==> config.mk <==
export PLATFORM = sky130hd
export DESIGN_NAME = fifo_rd_ctrl
export DESIGN_NICKNAME = d
export VERILOG_FILES = /design/src/rtl/fifo_rd_pkg.sv /design/src/rtl/fifo_rd_ctrl_sync_obuf.sv /design/src/rtl/fifo_rd_ctrl.sv
export SDC_FILE = /design/constraint.sdc
export NUM_CORES = 1
export LEC_CHECK = 0
export ABC_AREA = 0
export ABC_CLOCK_PERIOD_IN_PS = 2200
export CAP_MARGIN = 25
export CORE_UTILIZATION = 51
export DETAILED_ROUTE_END_ITERATION = 8
export PLACE_DENSITY = 0.76
export RECOVER_POWER = 25
export SYNTH_ARGS = -nofsm -noshare
export SYNTH_HDL_FRONTEND = slang
export SYNTH_SLANG_ARGS = --single-unit
==> constraint.sdc <==
create_clock -name rdclk -period 2.2 [get_ports rdclk]
set_input_delay 0.44 -clock rdclk [delete_from_list [all_inputs] [get_ports rdclk]]
set_output_delay 0.44 -clock rdclk [all_outputs]
set_load 0.05 [all_outputs]
==> src/rtl/fifo_rd_pkg.sv <==
// Shared types and helpers for the async FIFO read-side controller.
// Holds the FSM encoding and the counter width function.
package fifo_rd_pkg;

    typedef enum logic {
        IDLE  = 1'b0,
        BURST = 1'b1
    } state_t;

    function automatic int clog2(input int v);
        int r;
        r = 0;
        while ((1 << r) < v) r++;
        return r;
    endfunction

    localparam int OBUF_DEPTH_DEF = 4;
    localparam int CNT_W = clog2(OBUF_DEPTH_DEF + 1);

endpackage

==> src/rtl/fifo_rd_ctrl_sync_obuf.sv <==
// Small single-clock FIFO that holds read words until downstream accepts.
// The head entry is always visible on dout; cnt reports occupancy.
module sync_obuf
    import fifo_rd_pkg::*;
#(
    parameter int DEPTH = 4,
    parameter int W     = 9,
    parameter int CW    = clog2(DEPTH + 1)
) (
    input  logic          clk,
    input  logic          rst,
    input  logic          push,
    input  logic [W-1:0]  din,
    input  logic          pop,
    output logic [W-1:0]  dout,
    output logic          vld,
    output logic [CW-1:0] cnt
);

    localparam int AW = clog2(DEPTH);
    localparam logic [AW-1:0] LAST_IDX = AW'(DEPTH - 1);
    localparam logic [AW-1:0] A_ONE    = AW'(1);
    localparam logic [CW-1:0] C_ONE    = CW'(1);
    localparam logic [CW-1:0] C_FULL   = CW'(DEPTH);

    logic [W-1:0]  mem [DEPTH];
    logic [AW-1:0] wr_ptr;
    logic [AW-1:0] rd_ptr;
    logic          do_pop;

    assign vld    = (cnt != '0);
    assign do_pop = pop && vld;
    assign dout   = mem[rd_ptr];

    always_ff @(posedge clk) begin
        if (rst) begin
            for (int i = 0; i < DEPTH; i++) mem[i] <= '0;
            wr_ptr <= '0;
            rd_ptr <= '0;
            cnt    <= '0;
        end else begin
            if (push) begin
                mem[wr_ptr] <= din;
                wr_ptr <= (wr_ptr == LAST_IDX) ? '0 : wr_ptr + A_ONE;
            end
            if (do_pop) begin
                rd_ptr <= (rd_ptr == LAST_IDX) ? '0 : rd_ptr + A_ONE;
            end
            if (push && !do_pop) cnt <= cnt + C_ONE;
            else if (!push && do_pop) cnt <= cnt - C_ONE;
        end
    end

    a_no_overflow: assert property (
        @(posedge clk) disable iff (rst) !(push && cnt == C_FULL)
    );

endmodule

==> src/rtl/fifo_rd_ctrl.sv <==
// Read-side controller: pulls bursts from an async FIFO with credit
// gating and streams them downstream as valid/ready with a last flag.
module fifo_rd_ctrl
    import fifo_rd_pkg::*;
#(
    parameter int DATA_W     = 8,
    parameter int ADDR_W     = 7,
    parameter int RD_LAT     = 1,
    parameter int BURST_LEN  = 4,
    parameter int OBUF_DEPTH = OBUF_DEPTH_DEF
) (
    input  logic              rdclk,
    input  logic              rst,
    input  logic              rdempty,
    input  logic [ADDR_W-1:0] rdusedw,
    input  logic [DATA_W-1:0] rddout,
    input  logic              flush,
    output logic              rdreq,
    output logic [DATA_W-1:0] dout,
    output logic              dout_vld,
    output logic              dout_last,
    input  logic              dout_rdy,
    output logic              busy
);

    localparam int OCW = clog2(OBUF_DEPTH + 1);
    localparam int SW  = OCW + 2;
    localparam logic [ADDR_W-1:0] BL    = ADDR_W'(BURST_LEN);
    localparam logic [ADDR_W-1:0] A_ONE = ADDR_W'(1);
    localparam logic [SW-1:0]     OD    = SW'(OBUF_DEPTH);

    state_t            state;
    state_t            state_nx;
    logic [ADDR_W-1:0] beat_cnt;
    logic [ADDR_W-1:0] beat_nx;
    logic [ADDR_W-1:0] target;
    logic [ADDR_W-1:0] target_nx;
    logic [RD_LAT-1:0] vld_pipe;
    logic [RD_LAT-1:0] last_pipe;
    logic [OCW-1:0]    inflight;
    logic [OCW-1:0]    obuf_cnt;
    logic              credit_ok;
    logic              issue_last;
    logic [DATA_W:0]   obuf_head;
    logic              obuf_vld;

    always_comb begin
        inflight = '0;
        for (int i = 0; i < RD_LAT; i++) begin
            inflight = inflight + OCW'(vld_pipe[i]);
        end
    end

    // Tags in flight already own a buffer slot, so they count as credit used.
    assign credit_ok = (SW'(obuf_cnt) + SW'(inflight)) < OD;

    always_comb begin
        state_nx   = state;
        beat_nx    = beat_cnt;
        target_nx  = target;
        rdreq      = 1'b0;
        issue_last = 1'b0;
        unique case (state)
            IDLE: begin
                if (rdusedw >= BL) begin
                    state_nx  = BURST;
                    beat_nx   = '0;
                    target_nx = BL;
                end else if (flush && !rdempty) begin
                    state_nx  = BURST;
                    beat_nx   = '0;
                    target_nx = (rdusedw == '0) ? A_ONE : rdusedw;
                end
            end
            BURST: begin
                rdreq = !rdempty && credit_ok && (beat_cnt < target);
                if (rdreq) begin
                    beat_nx    = beat_cnt + A_ONE;
                    issue_last = (beat_nx == target);
                    if (issue_last) state_nx = IDLE;
                end
            end
            default: state_nx = IDLE;
        endcase
    end

    always_ff @(posedge rdclk) begin
        if (rst) begin
            state     <= IDLE;
            beat_cnt  <= '0;
            target    <= '0;
            vld_pipe  <= '0;
            last_pipe <= '0;
        end else begin
            state    <= state_nx;
            beat_cnt <= beat_nx;
            target   <= target_nx;
            for (int i = RD_LAT - 1; i > 0; i--) begin
                vld_pipe[i]  <= vld_pipe[i-1];
                last_pipe[i] <= last_pipe[i-1];
            end
            vld_pipe[0]  <= rdreq;
            last_pipe[0] <= issue_last;
        end
    end

    sync_obuf #(
        .DEPTH (OBUF_DEPTH),
        .W     (DATA_W + 1),
        .CW    (OCW)
    ) u_obuf (
        .clk  (rdclk),
        .rst  (rst),
        .push (vld_pipe[RD_LAT-1]),
        .din  ({last_pipe[RD_LAT-1], rddout}),
        .pop  (dout_vld && dout_rdy),
        .dout (obuf_head),
        .vld  (obuf_vld),
        .cnt  (obuf_cnt)
    );

    assign dout      = obuf_head[DATA_W-1:0];
    assign dout_vld  = obuf_vld;
    assign dout_last = obuf_vld && obuf_head[DATA_W];
    assign busy      = (state == BURST) || (inflight != '0);

    a_credit: assert property (
        @(posedge rdclk) disable iff (rst)
        (SW'(obuf_cnt) + SW'(inflight) + SW'(rdreq)) <= OD
    );

    a_no_read_empty: assert property (
        @(posedge rdclk) disable iff (rst) !(rdreq && rdempty)
    );

endmodule

Word level (Yosys, flattened, before mapping)

Memories as Yosys holds them, arrays and structs flattened. A register that Yosys moved wholly into a read port is not among the register bits.
Index checks and enable logic that the tools add are counted.

Add/sub/neg operators: 6
Multiply operators: 0
Divide/modulo/power cells: 0
$lt $le $gt $ge: 3
Equality and inequality tests: 5
Shifts and indexed selects: 0
Mux-type cells: 27
Bitwise logic cells: 2
Reductions and logical operators: 20

Operators by type and width:

| kind                | count |
|---|---|
| $mux 7              | 6 |
| $pmux 7 s2          | 1 |
| $mux 1              | 11 |
| $mux 2              | 5 |
| $mux 9              | 1 |
| $reduce_or 9->1     | 1 |
| $logic_and 1x1->1   | 8 |
| $add 7x1->7 const B | 1 |
| $eq 7x7->1          | 1 |
| $ge 7x3->1 const B  | 1 |
| $logic_not 7->1     | 1 |
| $lt 7x7->1          | 1 |
| $mux 3              | 2 |
| $add 2x1->2 const B | 2 |
| $add 3x1->4         | 1 |
| $eq 2x2->1 const B  | 2 |
| $lt 4x3->1 const B  | 1 |
| $reduce_and 2->1    | 2 |
| $reduce_bool 2->1   | 2 |
| $add 3x1->3 const B | 1 |
| $logic_not 1->1     | 3 |
| $ne 3x3->1 const B  | 1 |
| $reduce_bool 3->1   | 1 |
| $reduce_or 3->1     | 1 |
| 5 further kinds     | 6 |

Register bits: 24
Latch bits: 0
RAM bits: 36
Memory bits (read-only): 0
Input port bits: 20
Memories: 1

Memory list:

| name       | depth | width | rd ports | clocked after memory_dff | write ports | line                         | source |
|---|---|---|---|---|---|---|---|
| u_obuf.mem | 4     | 9     | 1        | 1                        | 4           | fifo_rd_ctrl_sync_obuf.sv:26 | `logic [W-1:0] mem [DEPTH];` |

Longest topological paths before layout

Depth in word-level cells: 6
Depth in mapped cells: 8
Depth with buffers taken out: 8

By module

A second synthesis with hierarchy kept.

Cells, all modules: 256
Area, all modules: 3084.2 um2

By module, submodules not included:

| module       | times used | cells an instance | area each (um2) | seq. area each (um2) |
|---|---|---|---|---|
| sync_obuf    | 1          | 127               | 2003.2          | 1261.2 |
| fifo_rd_ctrl | 1          | 129               | 1081.0          | 340.3 |

Least setup slack after synthesis

No wires, ideal clock.

Path type: reg2reg
Start point: register u_obuf.cnt[0]
End point: register u_obuf.cnt[2]
Data arrival time: 2.361 ns
Required time: 2.129 ns
Slack: -0.232 ns
Cell stages (with the launch flop): 9
Path buffers: 0
Cell sequence: dfxtp_1 > or3_1 > nand2_1 > ha_1 > inv_1 > fa_1 > xor2_1 > or3_1 > a21oi_1

Longest elaborated chain between the ends: 6
Elaborated cells between the ends (all ways): 11

RTL lines:

| what                                               | line                         | source |
|---|---|---|
| start: declaration                                 | fifo_rd_ctrl_sync_obuf.sv:17 | `output logic [CW-1:0] cnt` |
| start signal: assignment                           | fifo_rd_ctrl_sync_obuf.sv:49 | `if (push && !do_pop) cnt <= cnt + C_ONE;` |
| start signal: assignment                           | fifo_rd_ctrl_sync_obuf.sv:50 | `else if (!push && do_pop) cnt <= cnt - C_ONE;` |
| $reduce_bool 3->1 (*)                              | fifo_rd_ctrl_sync_obuf.sv:31 | `assign vld = (cnt != '0);` |
| net dout_vld                                       | fifo_rd_ctrl.sv:20           | `output logic dout_vld,` |
| $logic_and 1x1->1                                  | fifo_rd_ctrl.sv:116          | `.pop (dout_vld && dout_rdy),` |
| $logic_and 1x1->1 (*)                              | fifo_rd_ctrl_sync_obuf.sv:32 | `assign do_pop = pop && vld;` |
| $logic_not 1->1                                    | fifo_rd_ctrl_sync_obuf.sv:49 |  |
| $logic_and 1x1->1                                  | fifo_rd_ctrl_sync_obuf.sv:49 |  |
| $mux 3 / $reduce_bool 2->1 (equally long branches) | n/a                          |  |

Mark *: on every way through the listed nets, which the timed path passes. The rest lies on a longest branch. The select of a mux whose other input is x is not followed.
A chain may end at the register's enable or synchronous reset.

Worst setup path in the final report

Start point: register target[1]
End point: output port rdreq

Longest elaborated chain between the ends: 3

RTL lines:

| what                     | line               | source |
|---|---|---|
| start: declaration       | fifo_rd_ctrl.sv:36 | `logic [ADDR_W-1:0] target;` |
| start signal: assignment | fifo_rd_ctrl.sv:97 | `target <= target_nx;` |
| $lt 7x7->1               | fifo_rd_ctrl.sv:76 | `rdreq = !rdempty && credit_ok && (beat_cnt < target);` |
| $logic_and 1x1->1        | fifo_rd_ctrl.sv:76 |  |
| $mux 1                   | fifo_rd_ctrl.sv:63 | `unique case (state)` |
| end: declaration         | fifo_rd_ctrl.sv:18 | `output logic rdreq,` |

No other way between the ends.

==> metrics.md <==
| Metric | Value |
|---|---|
| Fill cells | `411` |
| CTS tree | `done` |
| Sequential element share of the synthesized area | `52.5%` |
| Highest layer used for signal routing | `met4` |
| Post-route clock period utilization | `108%` |
| Vias in the first global route | `2134` |
| Failing checks | `negative setup slack` |
| Mapped Cells | `between 200 and 300` |
| Post-synthesis mux area share | `7.30%` |
| Count of cell types in the netlist | `51` |
| Switching Share | `31.3%` |
| Detailed Routing Iterations Pass 1 | `4` |
| Routability congestion estimate | `approximately 0.94` |
| Detail Placement HPWL | `between 4000 and 5000 um` |
| Worst R2R End | `u_obuf.cnt[2]$_SDFFE_PP0P_` |
| Crit. Startpoint | `target[1]$_SDFFE_PP0P_` |
| Die H | `79.3 um` |
| Met3 WL | `415 um` |
| Total power draw | `about 3400 uW` |
| Worst reg2reg startpoint | `u_obuf.cnt[1]$_SDFFE_PP0P_` |
| Area Overhead vs Synth | `26.4%` |
| P_int | `2330 uW` |
| Syn nets | `roughly 290` |
| Initial Utilization | `54.0%` |
| Inserted Diodes | `0` |
| Die Wd | `79.3 um` |
| DRT met1 WL | `3030 um` |
| Commonest non-fill, non-tap cell in the layout | `edfxtp_1` |
| Share of power burned in registers | `~40%` |
| Setup crit end kind | `primary output` |
| Top FF cell, synth | `edfxtp_1` |
| DR WL/cell | `approximately 17 um` |
| Final setup viols | `2` |
| Synth Area in Compound Gates | `8.45%` |
| First DRT Iteration DRCs | `157` |
| Initial antenna violation count | `0` |
| Post-synth EDFFs | `36` |
| Asr flop ratio synth | `0%` |
| First-pass GRT wire length | `between 10000 and 15000 um` |
| Drt via density | `5.69` |
| Min-delay src | `target[0]$_SDFFE_PP0P_` |
| Nets@finish | `348` |
| Clk slew on worst S/H paths | `approximately 0.060 ns` |
| VDD IR max | `0.000585 V` |
| Storage element area | `1600 sq um` |
| Layout cell share with drive strength beyond 1 | `24.3%` |
| Clk network pwr share | `31.7%` |
| CP arrival | `about 1.9 ns` |
| Comb power frac | `around 28%` |
| Wire length on met2 | `3100 um` |
| Crit path required time | `about 1.8 ns` |
| Largest family of logic cells by synthesized area | `simple AND/OR/NAND/NOR gates` |
| Post-DRT Antenna Nets | `0` |
| Die ar. | `6290 sq um` |
| Sw Pwr | `1060 uW` |
| Clk Latency, worst-skew pair | `0.34 ns` |
| Adder-cell share of the synthesized area | `5.17%` |
| Seq cells post-synth | `62` |
| Critical path endpoint | `rdreq` |
| H-tree levels | `3` |
| XOR/XNOR share of the synthesized area | `2.59%` |
| Outcome | `complete, but fails checks` |
| Max_cap viols | `0` |
| Commonest cells after routing, fill and taps aside | `edfxtp_1 (36), buf_4 (31), and2_1 (28)` |
| CTS root buf | `clkbuf_8` |
| Detailed Route WL | `between 6000 and 7000 um` |
| CP Class | `reg -> out` |
| Post-synthesis simple-gate area fraction | `21.2%` |
| Final worst slack | `-0.174 ns` |
| Setup repair after global routing missed its margin | `true` |
| Worst Clk Skew | `0.00604 ns` |
| Yosys warning total | `0` |
| Overall routing resource usage | `23.1%` |
| Clk buf depth | `2` |
| CP Max Fanout | `2` |
| Largest net degree at the start of global routing | `21` |
| R2R setup slack | `-0.01 ns` |
| Pre-CTS WS | `-0.0915 ns` |
| Pwr Density | `877 nW/um^2` |
| Syn avg cell area | `about 12 sq um` |
| Remaining Overflow, GRT | `0` |
| Clock tree sinks | `just over 60` |
| Class of the worst hold path | `reg -> reg` |
| Multi-input gate area | `~1400 sq um` |
| Synth Cell Area | `3050 sq um` |
| Cell row count | `27` |
| # IOs | `32` |
| Leakage | `0.00153 uW` |
| Endpoints failing hold | `0` |
| FMAX | `421 MHz` |
| Pins Over Slew Limit | `0` |
| # DRC | `0` |
| Area of the core | `5640 sq um` |
| Number of cells on the worst reg-to-reg path | `8` |
| Worst slew margin | `about three fifths` |
| IO buf count | `31` |
| Via count | `2237` |
| CP Launch Type | `register` |
| Number of CTS-inserted buffers | `9` |
| Worst slew pin tran | `~0.6 ns` |
| Crit path time final | `2.37 ns` |
## cells by family after synthesis
logic type                 Yosys count
and+or+nand+nor                    108
adders and majority gates           12
DFF                                 62
buffers and inverters               21
AOI/OAI and AO/OA                   33
xor gates and xnor gates             9
muxes                               11
## cell type report
type,instances,area share (%)
flip-flops and latches,62,41.6
multi-input cells,173,36.3
repair buffers,58,13.1
clock buffers,12,3.51
well taps,72,2.34
clock inverters,4,1.85
inverters,12,1.30
## metal layers
| layer | track usage [%] | vias to the layer above |
|---|---|---|
| met5 | 0 | - |
| met4 | 10.7 | 0 |
| met3 | 5.86 | 14 |
| met2 | 35.8 | 86 |
| met1 | 30.3 | 1061 |
| li1 | - | 1076 |
## flip-flops by register name (all words and copies together), names as in the netlist, named ones only
name	count
state	1
u_obuf.mem	36
u_obuf.cnt	3
u_obuf.wr_ptr	2
vld_pipe	1
beat_cnt	7
last_pipe	1
target	7
u_obuf.rd_ptr	2
## per-stage QoR
| stage | instances | utilization [%] | setup TNS [ns] | cell area (sq um) | hold slack (ns) |
|---|---|---|---|---|---|
| 2_1_floorplan | 256 | - | -0.000193 | 3060 | 0.436 |
| 3_3_place_gp | 374 | 63.9 | -0.0384 | 3610 | 0.446 |
| 3_5_place_dp | 374 | 63.9 | -0.0915 | 3610 | 0.471 |
| 4_1_cts | 392 | 68.3 | -0.188 | 3850 | 0.480 |
| 5_1_grt | 393 | 68.3 | -0.409 | 3850 | 0.501 |
| 6_report | 393 | 68.3 | -0.179 | 3850 | 0.474 |
## cell usage after synthesis, types with 2 or more instances
cell type,instances,area [sq um]
nand3_2,2,20.0
nor4b_1,2,17.5
and2_1,28,175
nor3b_2,2,25.0
mux4_2,9,203
o21ai_0,2,10.0
or3_1,5,31.3
and3_1,10,62.6
nand3_1,13,65.1
xnor2_1,5,43.8
a211oi_1,3,22.5
a31oi_1,2,12.5
nor2b_1,2,12.5
nand2_1,10,37.5
nand2b_1,3,18.8
a41o_1,4,40.0
ha_1,11,138
dfxtp_1,26,521
mux2i_1,2,20.0
clkbuf_1,6,22.5
or2_2,4,25.0
nor3_1,8,40.0
nor2_1,10,37.5
inv_1,11,41.3
o211ai_1,2,15.0
a21oi_1,10,50.1
edfxtp_1,36,1080
buf_2,2,10.0
xor2_1,4,35.0
## worst min path at each step
stage,to,slack (ns),cells after the start
6_report,target[0]$_SDFFE_PP0P_,0.47,2
5_1_grt,target[6]$_SDFFE_PP0P_,0.50,2
4_1_cts,target[0]$_SDFFE_PP0P_,0.48,2
3_5_place_dp,target[0]$_SDFFE_PP0P_,0.47,2
3_3_place_gp,target[0]$_SDFFE_PP0P_,0.45,2
2_1_floorplan,target[0]$_SDFFE_PP0P_,0.44,2
## worst max-delay path, cell delays in order, from the launching register on
cell and delay (ns):
dfxtp_2 0.33, inv_2 0.04, ha_4 0.20, nor2b_4 0.12, o2111a_2 0.27, o311ai_4 0.30
nand2_2 0.12, clkinv_4 0.07, buf_12 0.12
## timing repair
item	in CTS	in global routing
resized for setup	7	9
endpoints found under the hold margin	0	0
pin swaps	4	6
setup buffers	2	1
hold buffers	0	0
setup endpoints to repair	2	2
## power by group through the flow
stage	Sequential (uW)	Clock, uW	Combinational (uW)
finish	1360	1070	954
global route	1370	1140	1020
CTS	1360	1080	969
detailed placement	1380	0	976
global placement	1380	0	970
floorplan	1370	0	683
Power figures use the tool's default switching activity.
